--- src/rtl/imem_fetch_ctrl_if.sv ---
`default_nettype none
// +--------------------------------------------------------------------------+
// | imem_fetch_ctrl_if: ROM, decode, redirect/halt and debug-read signals    |
// | Rev 1.0                                                                  |
// +--------------------------------------------------------------------------+
interface imem_fetch_ctrl_if;
  logic [9:0]  rom_addr;
  logic [31:0] rom_data;
  logic        if_valid;
  logic        if_ready;
  logic [31:0] if_instr;
  logic [31:0] if_pc;
  logic        redirect;
  logic [31:0] redirect_pc;
  logic        halt;
  logic        halted;
  logic        dbg_req;
  logic [9:0]  dbg_addr;
  logic        dbg_ack;
  logic [31:0] dbg_data;

  // master: the fetch controller; slave: ROM, decode and debug requester
  modport master (
    output rom_addr, input rom_data,
    output if_valid, input if_ready, output if_instr, output if_pc,
    input redirect, input redirect_pc, input halt, output halted,
    input dbg_req, input dbg_addr, output dbg_ack, output dbg_data
  );

  modport slave (
    input rom_addr, output rom_data,
    input if_valid, output if_ready, input if_instr, input if_pc,
    output redirect, output redirect_pc, output halt, input halted,
    output dbg_req, output dbg_addr, input dbg_ack, input dbg_data
  );
endinterface
`default_nettype wire

--- src/rtl/imem_fetch_ctrl.sv ---
`default_nettype none
// +--------------------------------------------------------------------------+
// | imem_fetch_ctrl: PC sequencer + 2-entry fetch queue with debug sharing   |
// | Rev 1.0                                                                  |
// +--------------------------------------------------------------------------+
module imem_fetch_ctrl #(
  parameter logic [31:0] RESET_PC     = 32'h0000_0000,
  parameter int          DBG_MAX_WAIT = 3
) (
  input  wire logic            clk,
  input  wire logic            rst,
  imem_fetch_ctrl_if.master    bus
);

  localparam logic [1:0] WAIT_LIMIT = 2'(DBG_MAX_WAIT);

  typedef enum logic [1:0] {
    ST_FETCH = 2'd0,
    ST_FULL  = 2'd1,
    ST_HALT  = 2'd2
  } state_t;

  state_t      r_state, w_state_next;
  logic [31:0] r_pc;
  logic [1:0]  r_count;
  logic [31:0] r_q0_pc, r_q0_instr, r_q1_pc, r_q1_instr;
  logic [1:0]  r_dbg_wait;
  logic        r_dbg_ack;
  logic [31:0] r_dbg_data;

  logic        w_deq, w_fetch_ok, w_grant, w_fetch;
  logic [1:0]  w_count_next, w_slot;
  logic        w_unused;

  assign w_unused = &{1'b0, bus.redirect_pc[1:0]};

  always_comb begin
    w_deq        = (r_count != 2'd0) && bus.if_ready;
    w_fetch_ok   = (r_state == ST_FETCH) && ((r_count != 2'd2) || w_deq)
                   && !bus.redirect && !bus.halt;
    // a starved debug request wins once it has waited WAIT_LIMIT fetch cycles
    w_grant      = bus.dbg_req && !r_dbg_ack
                   && (!w_fetch_ok || (r_dbg_wait == WAIT_LIMIT));
    w_fetch      = w_fetch_ok && !w_grant;
    w_count_next = bus.redirect ? 2'd0
                 : r_count - {1'b0, w_deq} + {1'b0, w_fetch};
    w_slot       = w_deq ? r_count - 2'd1 : r_count;
  end

  always_comb begin
    w_state_next = r_state;
    if (bus.halt) begin
      w_state_next = ST_HALT;
    end else begin
      case (r_state)
        ST_FETCH: if (w_count_next == 2'd2 && !w_deq) w_state_next = ST_FULL;
        ST_FULL:  if (w_deq || bus.redirect)         w_state_next = ST_FETCH;
        ST_HALT:  w_state_next = ST_FETCH;
        default:  w_state_next = ST_FETCH;
      endcase
    end
  end

  always_ff @(posedge clk) begin
    if (rst) r_state <= ST_FETCH;
    else     r_state <= w_state_next;
  end

  always_ff @(posedge clk) begin
    if (rst) begin
      r_pc       <= RESET_PC;
      r_count    <= 2'd0;
      r_q0_pc    <= 32'd0;
      r_q0_instr <= 32'd0;
      r_q1_pc    <= 32'd0;
      r_q1_instr <= 32'd0;
      r_dbg_wait <= 2'd0;
      r_dbg_ack  <= 1'b0;
      r_dbg_data <= 32'd0;
    end else begin
      r_dbg_ack <= w_grant;
      if (w_grant) r_dbg_data <= bus.rom_data;

      if (!bus.dbg_req || w_grant)
        r_dbg_wait <= 2'd0;
      else if (w_fetch && r_dbg_wait != WAIT_LIMIT)
        r_dbg_wait <= r_dbg_wait + 2'd1;

      r_count <= w_count_next;
      if (w_deq) begin
        r_q0_pc    <= r_q1_pc;
        r_q0_instr <= r_q1_instr;
      end
      // the write into the post-dequeue tail slot overrides the shift above
      if (w_fetch) begin
        if (w_slot[0]) begin
          r_q1_pc    <= r_pc;
          r_q1_instr <= bus.rom_data;
        end else begin
          r_q0_pc    <= r_pc;
          r_q0_instr <= bus.rom_data;
        end
      end

      if (bus.redirect)   r_pc <= {bus.redirect_pc[31:2], 2'b00};
      else if (w_fetch)   r_pc <= r_pc + 32'd4;
    end
  end

  assign bus.rom_addr = w_grant ? bus.dbg_addr : r_pc[11:2];
  assign bus.if_valid = (r_count != 2'd0);
  assign bus.if_pc    = r_q0_pc;
  assign bus.if_instr = r_q0_instr;
  assign bus.halted   = (r_state == ST_HALT) && (r_count == 2'd0);
  assign bus.dbg_ack  = r_dbg_ack;
  assign bus.dbg_data = r_dbg_data;

endmodule
`default_nettype wire
--- src/flat_wrapper.sv ---
// flat-port wrapper written by rule: the top's interface ports become plain ports
module imem_fetch_ctrl_flat 
#(
  parameter logic [31:0] RESET_PC     = 32'h0000_0000,
  parameter int          DBG_MAX_WAIT = 3
)
  (clk, rst, bus_rom_addr, bus_rom_data, bus_if_valid, bus_if_ready, bus_if_instr, bus_if_pc, bus_redirect, bus_redirect_pc, bus_halt, bus_halted, bus_dbg_req, bus_dbg_addr, bus_dbg_ack, bus_dbg_data);
  imem_fetch_ctrl_if bus_i ();
  input  wire logic clk;
  input  wire logic rst;
  output wire logic [$bits(bus_i.rom_addr)-1:0] bus_rom_addr;
  input wire logic [$bits(bus_i.rom_data)-1:0] bus_rom_data;
  output wire logic [$bits(bus_i.if_valid)-1:0] bus_if_valid;
  input wire logic [$bits(bus_i.if_ready)-1:0] bus_if_ready;
  output wire logic [$bits(bus_i.if_instr)-1:0] bus_if_instr;
  output wire logic [$bits(bus_i.if_pc)-1:0] bus_if_pc;
  input wire logic [$bits(bus_i.redirect)-1:0] bus_redirect;
  input wire logic [$bits(bus_i.redirect_pc)-1:0] bus_redirect_pc;
  input wire logic [$bits(bus_i.halt)-1:0] bus_halt;
  output wire logic [$bits(bus_i.halted)-1:0] bus_halted;
  input wire logic [$bits(bus_i.dbg_req)-1:0] bus_dbg_req;
  input wire logic [$bits(bus_i.dbg_addr)-1:0] bus_dbg_addr;
  output wire logic [$bits(bus_i.dbg_ack)-1:0] bus_dbg_ack;
  output wire logic [$bits(bus_i.dbg_data)-1:0] bus_dbg_data;
  assign bus_rom_addr = bus_i.rom_addr;
  assign bus_i.rom_data = bus_rom_data;
  assign bus_if_valid = bus_i.if_valid;
  assign bus_i.if_ready = bus_if_ready;
  assign bus_if_instr = bus_i.if_instr;
  assign bus_if_pc = bus_i.if_pc;
  assign bus_i.redirect = bus_redirect;
  assign bus_i.redirect_pc = bus_redirect_pc;
  assign bus_i.halt = bus_halt;
  assign bus_halted = bus_i.halted;
  assign bus_i.dbg_req = bus_dbg_req;
  assign bus_i.dbg_addr = bus_dbg_addr;
  assign bus_dbg_ack = bus_i.dbg_ack;
  assign bus_dbg_data = bus_i.dbg_data;
  imem_fetch_ctrl #(.RESET_PC(RESET_PC), .DBG_MAX_WAIT(DBG_MAX_WAIT)) u_core (.clk(clk), .rst(rst), .bus(bus_i));
endmodule
--- config.mk ---
export PLATFORM = sky130hd
export DESIGN_NAME = imem_fetch_ctrl_flat
export DESIGN_NICKNAME = d
export VERILOG_FILES = /design/src/rtl/imem_fetch_ctrl_if.sv /design/src/rtl/imem_fetch_ctrl.sv /design/src/flat_wrapper.sv
export SDC_FILE = /design/constraint.sdc
export NUM_CORES = 1
export LEC_CHECK = 0
export CAP_MARGIN = 10
export CORE_MARGIN = 3
export CORE_UTILIZATION = 45
export DETAILED_ROUTE_END_ITERATION = 8
export PLACE_DENSITY = 0.76
export SETUP_SLACK_MARGIN = 0.05
export SYNTH_ARGS = -nofsm -noshare
export SYNTH_HDL_FRONTEND = slang
export SYNTH_SLANG_ARGS = --single-unit
export TNS_END_PERCENT = 50
--- constraint.sdc ---
create_clock -name clk -period 2.74 [get_ports clk]
set_input_delay 0.411 -clock clk [delete_from_list [all_inputs] [get_ports clk]]
set_output_delay 0.411 -clock clk [all_outputs]
set_load 0.01 [all_outputs]
# Word level (Yosys, flattened, before mapping)
# Index checks and enable logic that the tools add are counted.
# Widths: inputs -> output; s select.
dict set report word_totals {
  register_bits 199
  input_bits 80
  output_inout_bits 109
  wordCells 73
}
dict set report op_classes {
  addsub 5
  n_eq_ne 10
  n_mux 15
  n_reduce_logical 31
}
# operator n
set ops {}
lappend ops {{$mux 32} 8}
lappend ops {{$add 32x3->32 const B} 1}
lappend ops {{$logic_and 1x1->1} 10}
lappend ops {{$mux 10} 1}
lappend ops {{$mux 2} 4}
lappend ops {{$logic_not 1->1} 7}
lappend ops {{$eq 2x2->1 const B} 3}
lappend ops {{$ne 2x2->1 const B} 3}
lappend ops {{$reduce_and 2->1} 3}
lappend ops {{$reduce_or 2->1} 3}
lappend ops {{$logic_not 2->1} 2}
lappend ops {{$logic_or 1x1->1} 4}
lappend ops {{$pmux 2 s2} 1}
lappend ops {{$reduce_bool 2->1} 2}
lappend ops {{$ne 3x2->1 const B} 1}
lappend ops {{$ne 3x3->1 const B} 1}
lappend ops {{$add 2x1->2} 1}
lappend ops {{$add 2x1->2 const B} 1}
lappend ops {{$eq 2x1->1 const B} 1}
lappend ops {{$ne 2x1->1 const B} 1}
lappend ops {{$sub 2x1->2} 1}
lappend ops {{$mux 1} 1}
lappend ops {{$sub 1x1->1 const B} 1}

# Logic depth before layout (Yosys ltp)
# Gate-level depths: netlist of run 1.
dict set report logic_depth {
  depth_word 18
  ltp_mapped 12
  ltp_nobuf 10
}

# Least setup slack after synthesis of run 1
# OpenSTA, ideal clock, no wires.
dict set report synth_timing {
  path_kind {register to register}
  from {reg u_core.r_count[1]}
  to {reg u_core.r_q1_instr[22]}
  setup_ps 128
  t_arrival_ps 2611
  t_required_ps 2612
  setup_slack_ps 1
  stages_incl_launch_ff 12
  n_path_buf 3
  period_less_slack_ps 2739
  cell_sequence {dfxtp_1 -> or2_2 -> nand2_1 -> inv_1 -> clkbuf_1 -> ha_1 -> inv_1 -> ha_1 -> clkbuf_1 -> buf_1 -> mux2i_1 -> nor2_1}
}
dict set report synth_between {
  elab_chain_len 12
  elab_cells_between_ends 14
  cone_classes {1 x eq/ne; 1 x mux; 12 x reduce/logical}
}
# element line
set synth_rtl {}
lappend synth_rtl {{start: declaration} imem_fetch_ctrl.sv:25} ;# logic [1:0] r_count;
lappend synth_rtl {{start signal: assignment} imem_fetch_ctrl.sv:89} ;# r_count <= w_count_next;
lappend synth_rtl {{$reduce_bool 2->1 *} n/a}
lappend synth_rtl {{named net bus_if_valid} flat_wrapper.sv:13} ;# output wire logic [$bits(bus_i.if_valid)-1:0] bus_if_valid;
lappend synth_rtl {{$logic_and 1x1->1 *} imem_fetch_ctrl.sv:38} ;# w_deq = (r_count != 2'd0) && bus.if_ready;
lappend synth_rtl {{$logic_or 1x1->1} imem_fetch_ctrl.sv:39} ;# w_fetch_ok = (r_state == ST_FETCH) && ((r_count != 2'd2) || w_deq)
lappend synth_rtl {{$logic_and 1x1->1} imem_fetch_ctrl.sv:39}
lappend synth_rtl {{$logic_and 1x1->1 (2 in series)} imem_fetch_ctrl.sv:40} ;# && !bus.redirect && !bus.halt;
lappend synth_rtl {{$logic_not 1->1} imem_fetch_ctrl.sv:43} ;# && (!w_fetch_ok || (r_dbg_wait == WAIT_LIMIT));
lappend synth_rtl {{$logic_or 1x1->1} imem_fetch_ctrl.sv:43}
lappend synth_rtl {{$logic_and 1x1->1} imem_fetch_ctrl.sv:43}
lappend synth_rtl {{$logic_not 1->1} imem_fetch_ctrl.sv:44} ;# w_fetch = w_fetch_ok && !w_grant;
lappend synth_rtl {{$logic_and 1x1->1} imem_fetch_ctrl.sv:44}
lappend synth_rtl {{$reduce_and 2->1 (no source line) *} n/a}
lappend synth_rtl {{end signal: assignment} imem_fetch_ctrl.sv:98} ;# r_q1_instr <= bus.rom_data;
lappend synth_rtl {{end: declaration} imem_fetch_ctrl.sv:26} ;# logic [31:0] r_q0_pc, r_q0_instr, r_q1_pc, r_q1_instr;
# Mark *: on every way through the listed nets, which the timed path passes. The rest lies on a longest branch.
# A chain may end at the register's enable or synchronous reset.

# Worst setup path after layout of run 1
dict set report layout_timing {
  from {reg u_core.r_count[1]}
  to {out bus_rom_addr[0]}
}
dict set report layout_between {
  elab_chain_len 10
  elab_cells_between_ends 11
  cone_classes {1 x eq/ne; 1 x mux; 9 x reduce/logical}
}
# element line
set layout_rtl {}
lappend layout_rtl {{$reduce_bool 2->1} imem_fetch_ctrl.sv:38}
lappend layout_rtl {{$logic_and 1x1->1} imem_fetch_ctrl.sv:38}
lappend layout_rtl {{$logic_or 1x1->1 *} imem_fetch_ctrl.sv:39}
lappend layout_rtl {{$logic_and 1x1->1 *} imem_fetch_ctrl.sv:39}
lappend layout_rtl {{$logic_and 1x1->1 * (2 in series)} imem_fetch_ctrl.sv:40}
lappend layout_rtl {{$logic_not 1->1 *} imem_fetch_ctrl.sv:43}
lappend layout_rtl {{$logic_or 1x1->1 *} imem_fetch_ctrl.sv:43}
lappend layout_rtl {{$logic_and 1x1->1 *} imem_fetch_ctrl.sv:43}
lappend layout_rtl {{$mux 10 *} imem_fetch_ctrl.sv:110} ;# assign bus.rom_addr = w_grant ? bus.dbg_addr : r_pc[11:2];
lappend layout_rtl {{end: declaration} flat_wrapper.sv:11} ;# output wire logic [$bits(bus_i.rom_addr)-1:0] bus_rom_addr;
# Mark *: on every way between the ends. The rest lies on a longest branch, timed or not.

==> PnR_summary.wiki, run 1 <==
{| class="wikitable"
! Metric !! Value
|-
| Number of endpoints with negative hold slack in the final report || 0
|-
| Reg2reg path depth || 9
|-
| DR WL/cell || 16.00 um
|-
| Distinct cells, synth || 53
|-
| Core Rows || 48
|-
| CTS tree || built
|-
| Cell leakage power || around 4.1 nW
|-
| Post-DR vias/cell || around 5.4
|-
| Power density relative to cell area || 591.4 mW/mm^2
|-
| Min Clock Period, post-route || approximately 2.6 ns
|-
| Area of the core || about 0.018 mm^2
|-
| CTS clock-pin slew for the worst setup and hold paths || about 0.07 ns
|-
| Most common cell in the netlist || nand2_1
|-
| Number of endpoints failing setup at the final stage || 0
|-
| Largest clock skew in the final design || 0.009201 ns
|-
| Most area-consuming cells after synthesis || dfxtp_1 (47%), nand2_1 (11%), mux2i_1 (7.6%)
|-
| Most common flop cell mapped by yosys || dfxtp_1
|-
| Period Utilization, post-route || a little over nine tenths
|-
| Post-Syn Nets || 1079
|-
| Total DRC errors in the routed layout || 0
|-
| Num Clock Sinks || 195
|-
| Die Area || 0.02004 mm^2
|-
| Achievable frequency || around 380 MHz
|-
| Post-DP HPWL || 14620 um
|-
| Relative slew margins || roughly 40%
|-
| Signed area change from the synthesized netlist to the final layout || 33.64%
|-
| Launch point of the worst hold path || u_core.bus.dbg_data[19]
|-
| Yosys warning count || 0
|-
| Number of synthesized flops with an enable pin || 0
|-
| Share of total power in the clock network || a little under two fifths
|-
| Largest area contributor in the netlist || dfxtp_1
|-
| Sw power || around 1.6 mW
|-
| Register area share after synthesis || between 40% and 50%
|-
| Antenna violations before repair || 2
|-
| Startpoint types || register
|-
| Final Total Pwr || about 6.5 mW
|-
| Worst Setup SP || u_core.r_count[1]
|-
| Sum Neg Setup Slack || 0 ns
|-
| Element type at the critical path end || output port
|-
| Antenna violation net count after detailed routing || 0
|-
| Routability-driven placement congestion ratio || between 0.7 and 0.8
|-
| Result of the run || finished clean
|-
| Hold endpoint || u_core.bus.dbg_data[19]
|-
| RR Endpoint || u_core.bus.dbg_data[24]
|-
| Internal power consumption || slightly below 5 mW
|-
| Fillers || 1537
|-
| Cell count after synthesis || 995
|-
| 1st-iter DRT viols || 572
|-
| Number of buffers on the longest clock path || 2
|-
| Cell area after technology mapping || a little over 0.008 mm^2
|-
| Kind of critical path || reg2out
|-
| Post-layout instance area || 0.01105 mm^2
|-
| Number of buffers added on ports || around 190
|-
| Die width || about 140 um
|-
| Die span in y || around 140 um
|-
| Starting Density || a little under half
|-
| Proportion of layout cells with a drive suffix above 1 || around 9.0%
|-
| Max-cap violations || 0
|-
| TritonCTS buffer count || 17
|-
| Post-synthesis area per instance || about 8.3 um^2
|-
| Flip-flop and latch count after synthesis || 195
|-
| Routed Wire Length || about 22000 um
|-
| Global-route wire length before repair || between 30000 and 40000 um
|-
| Area post-placement || between 0.01 and 0.015 mm^2
|-
| Number of levels in the clock H-tree || 4
|-
| Critical Path Fanout Max || 4
|-
| Fraction of synthesized cell area taken by the top area cell type || between 40% and 50%
|-
| Number of pins with negative max-slew slack in the final report || 0
|-
| Detailed-route via count || ~7.6k
|-
| Largest net degree at the start of global routing || 121
|-
| Top post-synthesis cells by count || nand2_1 (232), dfxtp_1 (195), nor2_1 (146), a311oi_1 (63), mux2i_1 (63)
|-
| Slack of the worst reg-to-reg path || roughly 0.48 ns
|-
| Path class of the lowest-slack min-delay path || reg2reg
|-
| Async SR Flop Fraction || 0%
|-
| Insertion delay of the later-clocked pin in the worst-skew pair || 0.42 ns
|-
| Root buffer cell || clkbuf_16
|-
| Data arrival time of the worst path || 2.21 ns
|-
| Top Ports || about 190
|-
| RR Startpoint || u_core.r_count[1]
|-
| Max IR drop VDD || 0.0004693 V
|-
| Data required time of the critical path || between 2 and 2.5 ns
|-
| Global-route congestion overflow total || 0
|-
| Relative contribution of combinational cells to total power || 14.7%
|-
| Global-route total usage across every layer || 21.84%
|-
| Sequential group share of total power || between 40% and 50%
|-
| Sw frac || approximately a quarter
|-
| Unrepaired setup endpoints after global routing || true
|-
| Worst Tran Pin Value || about 0.89 ns
|-
| Via count of the first global-routing pass || 7068
|-
| Placed Instances || 1355
|-
| Worst Hold Depth || 2
|-
| Final net count || 1241
|-
| Pre-antenna DRT Iters || 5
|-
| Non-filler cells, final || between 1k and 1.5k
|}
## critical path: stages, from the launching register on
cell,delay (ns)
dfxtp_2,0.33
or3b_4,0.38
and3b_2,0.24
or3b_4,0.43
buf_16,0.16
nand2_2,0.06
nand2_1,0.05
buf_2,0.13
## cells by family after synthesis
family	count (synthesis)	synth area share (%)
AO/OA/AOI/OAI	172	14.34
XOR/XNOR	9	0.9533
adder cells (fa/ha/maj)	4	0.6053
buffers and inverters	98	5.296
flip-flops	195	47.21
multiplexers	66	8.034
AND/OR/NAND/NOR	451	23.56
## worst max path at each step
stage,end,slack (ns),cells past startpoint
final,bus_rom_addr[0],0.12,7
after global routing,bus_rom_addr[6],0.03,7
after CTS,bus_rom_addr[0],0.07,7
after detailed placement,bus_rom_addr[0],-0.37,8
after global placement,bus_rom_addr[6],-0.32,8
after floorplan,u_core.r_q1_instr[2],0.008,11
## power by group through the flow
stage | clock [mW] | sequential, mW | combinational (mW)
floorplan | 0 | 3.16 | 0.416
global placement | 0 | 3.14 | 0.931
detailed placement | 0 | 3.14 | 0.944
CTS | 2.54 | 3.08 | 0.960
global route | 2.65 | 3.10 | 1.04
finish | 2.50 | 3.08 | 0.960
## metal layers
metal / part of all wire (%) / vias to the layer above / track usage [%]
met5: 0.049 / - / 0
met4: 1.8 / 2 / 6.515
met3: 5.3 / 30 / 4.011
met2: 47 / 221 / 35.45
met1: 46 / 3577 / 29.77
li1: - / 3740 / -
## placed cells by master (no fill, tap or decap), types with 12 or more instances in the layout
master	count
nand3_1	12
mux2i_1	63
a311oi_1	63
clkbuf_16	17
buf_4	28
dfxtp_1	194
nor2_1	146
clkdlybuf4s50_1	173
inv_1	13
nand2_1	224
a21oi_1	59
o21ai_0	15
## per-stage QoR
| step | setup WS, ns | hold WS [ns] | utilization, % |
|---|---|---|---|
| floorplan | 0.008134 | 0.4542 | - |
| global placement | -0.3244 | 0.4408 | 58.77 |
| detailed placement | -0.3666 | 0.4462 | 58.77 |
| CTS | 0.07155 | 0.4555 | 62.37 |
| global route | 0.02586 | 0.4757 | 62.59 |
| finish | 0.1157 | 0.4544 | 62.59 |
## layout make-up
type | count | area (um^2) | area share [%]
diodes | 1 | 2.502 | 0.02264
inverters | 15 | 56.30 | 0.5095
repair buffers | 226 | 2237 | 20.24
multi-input cells | 702 | 3985 | 36.06
clock inverters | 9 | 132.6 | 1.200
clock buffers | 21 | 450.4 | 4.076
well taps | 225 | 281.5 | 2.548
flip-flops and latches | 195 | 3905 | 35.34
## state kept, by name, indices dropped and copies added (netlist names)
register / flops
u_core.bus.dbg_data: 32
u_core.bus.dbg_ack: 1
u_core.r_dbg_wait: 2
u_core.r_q1_pc: 30
u_core.r_state: 2
u_core.bus.if_pc: 32
u_core.bus.if_instr: 32
u_core.r_pc: 30
u_core.r_q1_instr: 32
u_core.r_count: 2
## what timing repair did
item | CTS | global route
hold buffers | 0 | 0
endpoints found under the setup margin | 10 | 10
gates resized for setup | 51 | 10
setup buffers | 7 | 1
cloned | 1 | 0
pin swaps | 3 | 4
No activity file was read; power rests on OpenSTA's default activity.
==> inputs of run 2 (changes only) <==
--- a/config.mk
+++ b/config.mk
@@ -9,7 +9,7 @@
 export CORE_MARGIN = 3
 export CORE_UTILIZATION = 45
 export DETAILED_ROUTE_END_ITERATION = 8
-export PLACE_DENSITY = 0.76
+export PLACE_DENSITY = 0.84
 export SETUP_SLACK_MARGIN = 0.05
 export SYNTH_ARGS = -nofsm -noshare
 export SYNTH_HDL_FRONTEND = slang
==> run 2 against run 1 <==
  * Wire length up 0.38%
  * Highest routed layer unchanged
  * Register-to-register slack worse by 0.06 ns
  * Cell count down 0.22%
  * Power down 0.48%
  * Critical path depth up 1
  * Count of clock-buffer cells in the layout down 4
  * Clock power about the same
  * Global-route usage up 0.21 points
  * Critical endpoint is now bus_rom_addr[6]
==> PnR_summary.wiki, run 2 (same netlist as run 1, synthesis figures left out) <==
{| class="wikitable"
! Metric !! Value
|-
| Relative slew margins || 43.48% (+2.9 points)
|-
| Starting Density || 46.83% (unchanged)
|-
| Global-route total usage across every layer || 22.05% (+0.21 points)
|-
| Largest clock skew in the final design || 0.01374 ns (+0.004536 ns)
|-
| Number of endpoints failing setup at the final stage || 0 (unchanged)
|-
| Power density relative to cell area || 592.0 mW/mm^2 (about the same)
|-
| Launch point of the worst hold path || u_core.bus.dbg_data[28]
|-
| Routability-driven placement congestion ratio || 0.8206 (+3.3%)
|-
| Antenna violation net count after detailed routing || 0 (unchanged)
|-
| Die width || 141.6 um (unchanged)
|-
| Core Rows || 48 (unchanged)
|-
| Signed area change from the synthesized netlist to the final layout || 32.88%
|-
| Kind of cell with the highest combined delay on the critical path || simple AND/OR/NAND/NOR gates
|-
| Most used cells in the layout excluding fill and tap cells || nand2_1 (230), dfxtp_1 (193), clkdlybuf4s50_1 (173), nor2_1 (146)
|-
| Hold endpoint || u_core.bus.dbg_data[28]
|-
| Cell leakage power || 4.022 nW (-0.96%)
|-
| CTS tree || built
|-
| Sum Neg Setup Slack || 0 ns (unchanged)
|-
| Final-layout worst hold slack || 0.4558 ns (+0.001410 ns)
|-
| Number of buffers on the longest clock path || 2 (unchanged)
|-
| Unrepaired setup endpoints after global routing || true
|-
| Die span in y || 141.6 um (unchanged)
|-
| Data required time of the critical path || 2.33 ns (about the same)
|-
| Total DRC errors in the routed layout || 0 (unchanged)
|-
| TritonCTS buffer count || 17 (unchanged)
|-
| Data arrival time of the worst path || 2.26 ns (+0.05 ns)
|-
| Proportion of layout cells with a drive suffix above 1 || 8.233% (-0.76 points)
|-
| Result of the run || finished clean
|-
| Commonest non-fill, non-tap cell in the layout || nand2_1
|-
| Worst setup slack after placement || -0.3777 ns (-0.01116 ns)
|-
| Antenna violations before repair || 1 (-1)
|-
| Post-DR vias/cell || 5.466 (+0.65%)
|-
| Post-DP HPWL || 14710 um (+0.62%)
|-
| RR Endpoint || u_core.bus.dbg_data[21]
|-
| Kind of critical path || reg2out
|-
| Startpoint types || register
|-
| Most used cell, CP || nand2_1
|-
| Worst Tran Pin Value || 0.8478 ns (-0.04363 ns)
|-
| DR WL/cell || 16.09 um (+0.59%)
|-
| Final net count || 1237 (-0.32%)
|-
| Num Clock Sinks || 195 (unchanged)
|-
| Number of endpoints with negative hold slack in the final report || 0 (unchanged)
|-
| Number of pins with negative max-slew slack in the final report || 0 (unchanged)
|-
| Via count of the first global-routing pass || 7096 (+0.40%)
|-
| Reg2reg path depth || 9 (unchanged)
|-
| Element type at the critical path end || output port
|-
| Max IR drop VDD || 0.0004674 V (-0.40%)
|-
| Area of the core || 0.01766 mm^2 (unchanged)
|-
| Critical Path Fanout Max || 8 (+4)
|-
| Number of hold-repair buffers added at the cts stage || 0 (unchanged)
|-
| Critical path's largest stage delay || 0.38 ns (-0.05 ns)
|-
| Die Area || 0.02004 mm^2 (unchanged)
|-
| Achievable frequency || 373.8 MHz (-1.9%)
|-
| RR Startpoint || u_core.r_count[1]
|-
| Slack of the worst reg-to-reg path || 0.42 ns (-0.06 ns)
|-
| Highest-delay cell along the critical path || or3b_4
|-
| Routed Wire Length || 22390 um (+0.38%)
|-
| Number of levels in the clock H-tree || 4 (unchanged)
|-
| Number of buffers added on ports || 186 (unchanged)
|-
| 1st-iter DRT viols || 452 (-21%)
|-
| CTS clock-pin slew for the worst setup and hold paths || 0.07 ns (about the same)
|-
| Path class of the lowest-slack min-delay path || reg2reg
|-
| Min Clock Period, post-route || 2.675 ns (+0.05112 ns)
|-
| List of cells traversed by the critical path || or3b_4 > and3b_2 > or3b_1 > buf_6 > buf_8 > nand2_1 > nand2_1 > buf_2
|-
| Top Ports || 189 (unchanged)
|-
| Max-cap violations || 0 (unchanged)
|-
| Worst Path Buf+Inv || 3 (+1)
|-
| Global-route congestion overflow total || 0 (unchanged)
|-
| Antenna diodes || 0 (-1)
|-
| Insertion delay of the later-clocked pin in the worst-skew pair || 0.43 ns (about the same)
|-
| Root buffer cell || clkbuf_16
|-
| Worst Hold Depth || 2 (unchanged)
|-
| Global-route wire length before repair || 36180 um (+0.54%)
|-
| Largest net degree at the start of global routing || 116 (-4.1%)
|-
| Worst path setup slack after routing || 0.06454 ns (-0.05112 ns)
|-
| Detailed-route via count || 7603 (+0.44%)
|-
| Pre-antenna DRT Iters || 5 (unchanged)
|-
| Period Utilization, post-route || 97.64% (+1.9 points)
|}
-- run 2: cell types whose count changed in the layout (fill, tap and decap cells not counted), sizes merged --
cell / before / now
inv: 15 / 21
clkbuf: 21 / 19
buf: 52 / 41
bufinv: 3 / 1
clkdlybuf4s15: 0 / 5
diode: 1 / 0
clkinv: 4 / 6
-- run 2: per-layer routing --
| layer | share of wire, % | wire length [um] | track usage (%) |
|---|---|---|---|
| met5 | 0.036 | 8 | 0 |
| met2 | 48 | 10780 | 37.02 |
| met1 | 44 | 9795 | 29.14 |
| met4 | 1.5 | 339 | 6.111 |
| met3 | 6.5 | 1458 | 4.179 |
-- run 2: where the power goes --
part | total [mW] | internal [mW] | switching (mW)
Combinational | 0.936 | 0.475 | 0.462
Clock | 2.49 | 1.30 | 1.19
Sequential | 3.08 | 2.97 | 0.109
Total | 6.50 | 4.75 | 1.76
-- run 2: worst register-to-register path, stage by stage (launching register included) --
cell and delay (ns):
dfxtp_2 0.32, or3b_4 0.38, and3b_2 0.23, or3b_1 0.38
buf_6 0.16, buf_8 0.13, buf_4 0.15, buf_4 0.22
nand2_1 0.12, a21oi_1 0.07
-- run 2: area by class of cell --
type	instances	area, um^2
Tap cell	225	281.5
Clock inverter	15	167.7
Clock buffer	17	425.4
Inverter	15	56.30
Multi-Input combinational cell	702	3954
Fill cell	1496	6669
Timing Repair Buffer	222	2197
Sequential cell	195	3906
-- run 2: worst max path at each step --
stage                            from              endpoint  slack, ns  cells past startpoint
finish              u_core.r_count[1]       bus_rom_addr[6]       0.06                      8
global route        u_core.r_count[0]       bus_rom_addr[7]      0.008                      8
CTS                 u_core.r_count[0]       bus_rom_addr[9]      -0.03                      8
detailed placement       bus_if_ready       bus_rom_addr[0]      -0.38                      8
global placement         bus_if_ready       bus_rom_addr[7]      -0.33                      8
floorplan           u_core.r_count[1]  u_core.r_q1_instr[2]      0.008                     11
-- run 2: per-stage QoR --
step	cells	cell area (um^2)	utilization [%]	power, mW
detailed placement	1350	10330	58.49	4.075
finish	1391	10990	62.23	6.505
floorplan	995	8272	-	3.580
global placement	1350	10330	58.49	4.057
global route	1391	10990	62.23	6.758
CTS	1387	10970	62.15	6.538
-- run 2: repair_timing --
action                                  in CTS  in global routing
setup buffers                                5                  4
pin swaps                                    2                  2
endpoints found under the setup margin      10                  9
gates resized for setup                     36                  3
gates cloned                                 0                  0
==> inputs of run 3 (changes only) <==
--- a/config.mk
+++ b/config.mk
@@ -11,6 +11,7 @@
 export DETAILED_ROUTE_END_ITERATION = 8
 export PLACE_DENSITY = 0.84
 export SETUP_SLACK_MARGIN = 0.05
+export SKIP_LAST_GASP = 1
 export SYNTH_ARGS = -nofsm -noshare
 export SYNTH_HDL_FRONTEND = slang
 export SYNTH_SLANG_ARGS = --single-unit
==> run 3 against run 2 <==
  * Count of clock-buffer cells in the layout is the same
  * Clock skew is essentially flat
  * Non-clock buffer count decreased by 4
  * Cell count is 0.29% lower
  * Clock power barely moved
  * Critical path depth is 1 lower
  * Highest routed layer unchanged
==> PnR_summary.wiki, run 3 (same netlist as run 1, synthesis figures left out) <==
{| class="wikitable"
! Metric !! Value
|-
| Result of the run || finished clean
|-
| Number of buffers added on ports || 186 (unchanged)
|-
| Startpoint types || register
|-
| Most used cells in the layout excluding fill and tap cells || nand2_1 (230), dfxtp_1 (193), clkdlybuf4s50_1 (173), nor2_1 (146)
|-
| Number of levels in the clock H-tree || 4 (unchanged)
|-
| Combined flip-flop and latch cell area || 0.003906 mm^2 (unchanged)
|-
| Post-DP HPWL || 14710 um (unchanged)
|-
| Max IR drop VDD || 0.0004646 V (-0.61%)
|-
| Routed Wire Length || 22300 um (-0.41%)
|-
| Largest clock skew in the final design || 0.01378 ns (+0.00004430 ns)
|-
| Number of endpoints with negative hold slack in the final report || 0 (unchanged)
|-
| Commonest non-fill, non-tap cell in the layout || nand2_1
|-
| Sequential group share of total power || 47.4% (about the same)
|-
| Detailed-route via count || 7585 (-0.24%)
|-
| CTS clock-pin slew for the worst setup and hold paths || 0.07 ns (about the same)
|-
| Global-route wire length before repair || 36180 um (unchanged)
|-
| Most used cell, CP || nand2_1
|-
| Die span in y || 141.6 um (unchanged)
|-
| Via count of the first global-routing pass || 7096 (unchanged)
|-
| Pre-antenna DRT Iters || 4 (-1)
|-
| Worst Tran Pin Value || 0.8466 ns (-0.001239 ns)
|-
| Achievable frequency || 370.9 MHz (-0.78%)
|-
| Number of buffers on the longest clock path || 2 (unchanged)
|-
| Global-route total usage across every layer || 22.05% (unchanged)
|-
| Signed area change from the synthesized netlist to the final layout || 32.49%
|-
| TritonCTS buffer count || 17 (unchanged)
|-
| Critical path's largest stage delay || 0.38 ns (about the same)
|-
| Antenna violations before repair || 1 (unchanged)
|-
| Highest-delay cell along the critical path || or3b_1
|-
| Internal power consumption || 4.743 mW (about the same)
|-
| Number of pins with negative max-slew slack in the final report || 0 (unchanged)
|-
| Launch point of the worst hold path || u_core.bus.dbg_data[16]
|-
| Kind of cell with the highest combined delay on the critical path || simple AND/OR/NAND/NOR gates
|-
| Die Area || 0.02004 mm^2 (unchanged)
|-
| Antenna diodes || 0 (unchanged)
|-
| Antenna violation net count after detailed routing || 0 (unchanged)
|-
| CTS tree || built
|-
| Largest net degree at the start of global routing || 116 (unchanged)
|-
| Period Utilization, post-route || 98.41% (+0.77 points)
|-
| Kind of critical path || reg2out
|-
| Hold endpoint || u_core.bus.dbg_data[16]
|-
| Routability-driven placement congestion ratio || 0.8206 (unchanged)
|-
| Relative contribution of combinational cells to total power || 14.3% (about the same)
|-
| Insertion delay of the later-clocked pin in the worst-skew pair || 0.43 ns (about the same)
|-
| List of cells traversed by the critical path || or3b_4 > and3b_2 > or3b_1 > buf_6 > nand2_1 > nand2_1 > dlygate4sd2_1
|-
| Slack of the worst reg-to-reg path || 0.45 ns (+0.03 ns)
|-
| Proportion of layout cells with a drive suffix above 1 || 7.831% (-0.40 points)
|-
| Worst Path Buf+Inv || 2 (-1)
|-
| Share of total power in the clock network || 38.2% (about the same)
|-
| Root buffer cell || clkbuf_16
|-
| Layout Utilization || 62.05% (-0.18 points)
|-
| Final net count || 1233 (-0.32%)
|-
| Critical Path Fanout Max || 8 (unchanged)
|-
| Number of hold-repair buffers added at the cts stage || 0 (unchanged)
|-
| Final Total Pwr || 6.497 mW (-0.11%)
|-
| Max-cap violations || 0 (unchanged)
|-
| Starting Density || 46.83% (unchanged)
|-
| Unrepaired setup endpoints after global routing || true
|-
| Power density relative to cell area || 593.1 mW/mm^2 (+0.18%)
|-
| Area used by multi-input combinational logic || 0.003954 mm^2 (unchanged)
|-
| Worst Hold Depth || 2 (unchanged)
|-
| Area of the core || 0.01766 mm^2 (unchanged)
|-
| RR Startpoint || u_core.r_count[1]
|-
| Cell leakage power || 4.005 nW (-0.42%)
|-
| Reg2reg path depth || 10 (+1)
|-
| Sw frac || 26.99% (about the same)
|-
| Number of endpoints failing setup at the final stage || 0 (unchanged)
|-
| Global-route congestion overflow total || 0 (unchanged)
|-
| Min Clock Period, post-route || 2.696 ns (+0.02099 ns)
|-
| Element type at the critical path end || output port
|-
| Die width || 141.6 um (unchanged)
|-
| Data arrival time of the worst path || 2.29 ns (+0.03 ns)
|-
| Sum Neg Setup Slack || 0 ns (unchanged)
|-
| Post-DR vias/cell || 5.469 (about the same)
|-
| Top Ports || 189 (unchanged)
|-
| Core Rows || 48 (unchanged)
|-
| DR WL/cell || 16.07 um (-0.12%)
|-
| Path class of the lowest-slack min-delay path || reg2reg
|-
| Num Clock Sinks || 195 (unchanged)
|-
| Sw power || 1.754 mW (-0.17%)
|-
| Total DRC errors in the routed layout || 0 (unchanged)
|-
| 1st-iter DRT viols || 399 (-12%)
|-
| Data required time of the critical path || 2.33 ns (about the same)
|-
| RR Endpoint || u_core.r_q1_pc[9]
|-
| Relative slew margins || 43.56% (+0.083 points)
|-
| Fillers || 1498 (+0.13%)
|}
[run 3: cell types whose count changed in the layout (fill, tap and decap cells not counted)]
cell / previous run / this run
buf_4: 26 / 22
clkdlybuf4s15_2: 1 / 0
dlygate4sd2_1: 1 / 2
clkbuf_2: 2 / 3
buf_2: 4 / 3
[run 3: power groups by stage]
stage	logic [mW]	clock network [mW]	registers, mW
2_1_floorplan	0.416	0	3.16
3_3_place_gp	0.914	0	3.14
3_5_place_dp	0.928	0	3.15
4_1_cts	0.939	2.52	3.08
5_1_grt	1.01	2.64	3.10
6_report	0.931	2.48	3.08
[run 3: worst max path at each step]
stage	from	to	slack, ns	cells past startpoint
final	u_core.r_count[0]	bus_rom_addr[5]	0.04	7
after global routing	u_core.r_count[0]	bus_rom_addr[5]	-0.03	7
after CTS	u_core.r_count[0]	bus_rom_addr[9]	-0.03	8
after detailed placement	bus_if_ready	bus_rom_addr[0]	-0.38	8
after global placement	bus_if_ready	bus_rom_addr[7]	-0.33	8
after floorplan	u_core.r_count[1]	u_core.r_q1_instr[2]	0.008	11
[run 3: layer usage]
layer  GRT usage, %  vias up  wire, um
li1               -     3716         -
met1          29.14     3604      9857
met2          37.02      239     10690
met3          4.179       24      1399
met4          6.111        2       335
met5              0        -         8
[run 3: worst register-to-register path, cell delays in order, from the launching register on]
cell and delay [ns]:
dfxtp_2 0.32, buf_4 0.13, or2_2 0.32, nand2_2 0.10
inv_2 0.04, ha_1 0.31, inv_1 0.11, ha_4 0.19
buf_12 0.30, mux2i_1 0.28, nor2_1 0.05
[run 3: what timing repair did]
action / CTS / global route
setup endpoints to repair: 10 / 10
setup buffers: 5 / 0
pin swaps: 1 / 1
hold endpoints to repair: 0 / 0
resized for setup: 29 / 8
[run 3: area by class of cell]
class,instances,area share [%]
clock buffer,17,3.883
timing repair buffer,218,19.76
sequential,195,35.66
multi-input combinational,702,36.09
tap,225,2.570
clock inverter,15,1.530
inverter,15,0.5139
[run 3: stage by stage]
stage               setup slack, ns  instance area, um^2  instances  hold WS (ns)
floorplan                  0.008134                 8272        995        0.4542
global placement            -0.3321                10330       1350        0.4408
detailed placement          -0.3777                10330       1350        0.4467
CTS                        -0.02665                10970       1387        0.4569
global route               -0.02569                10960       1387        0.4720
finish                      0.04354                10960       1387        0.4565
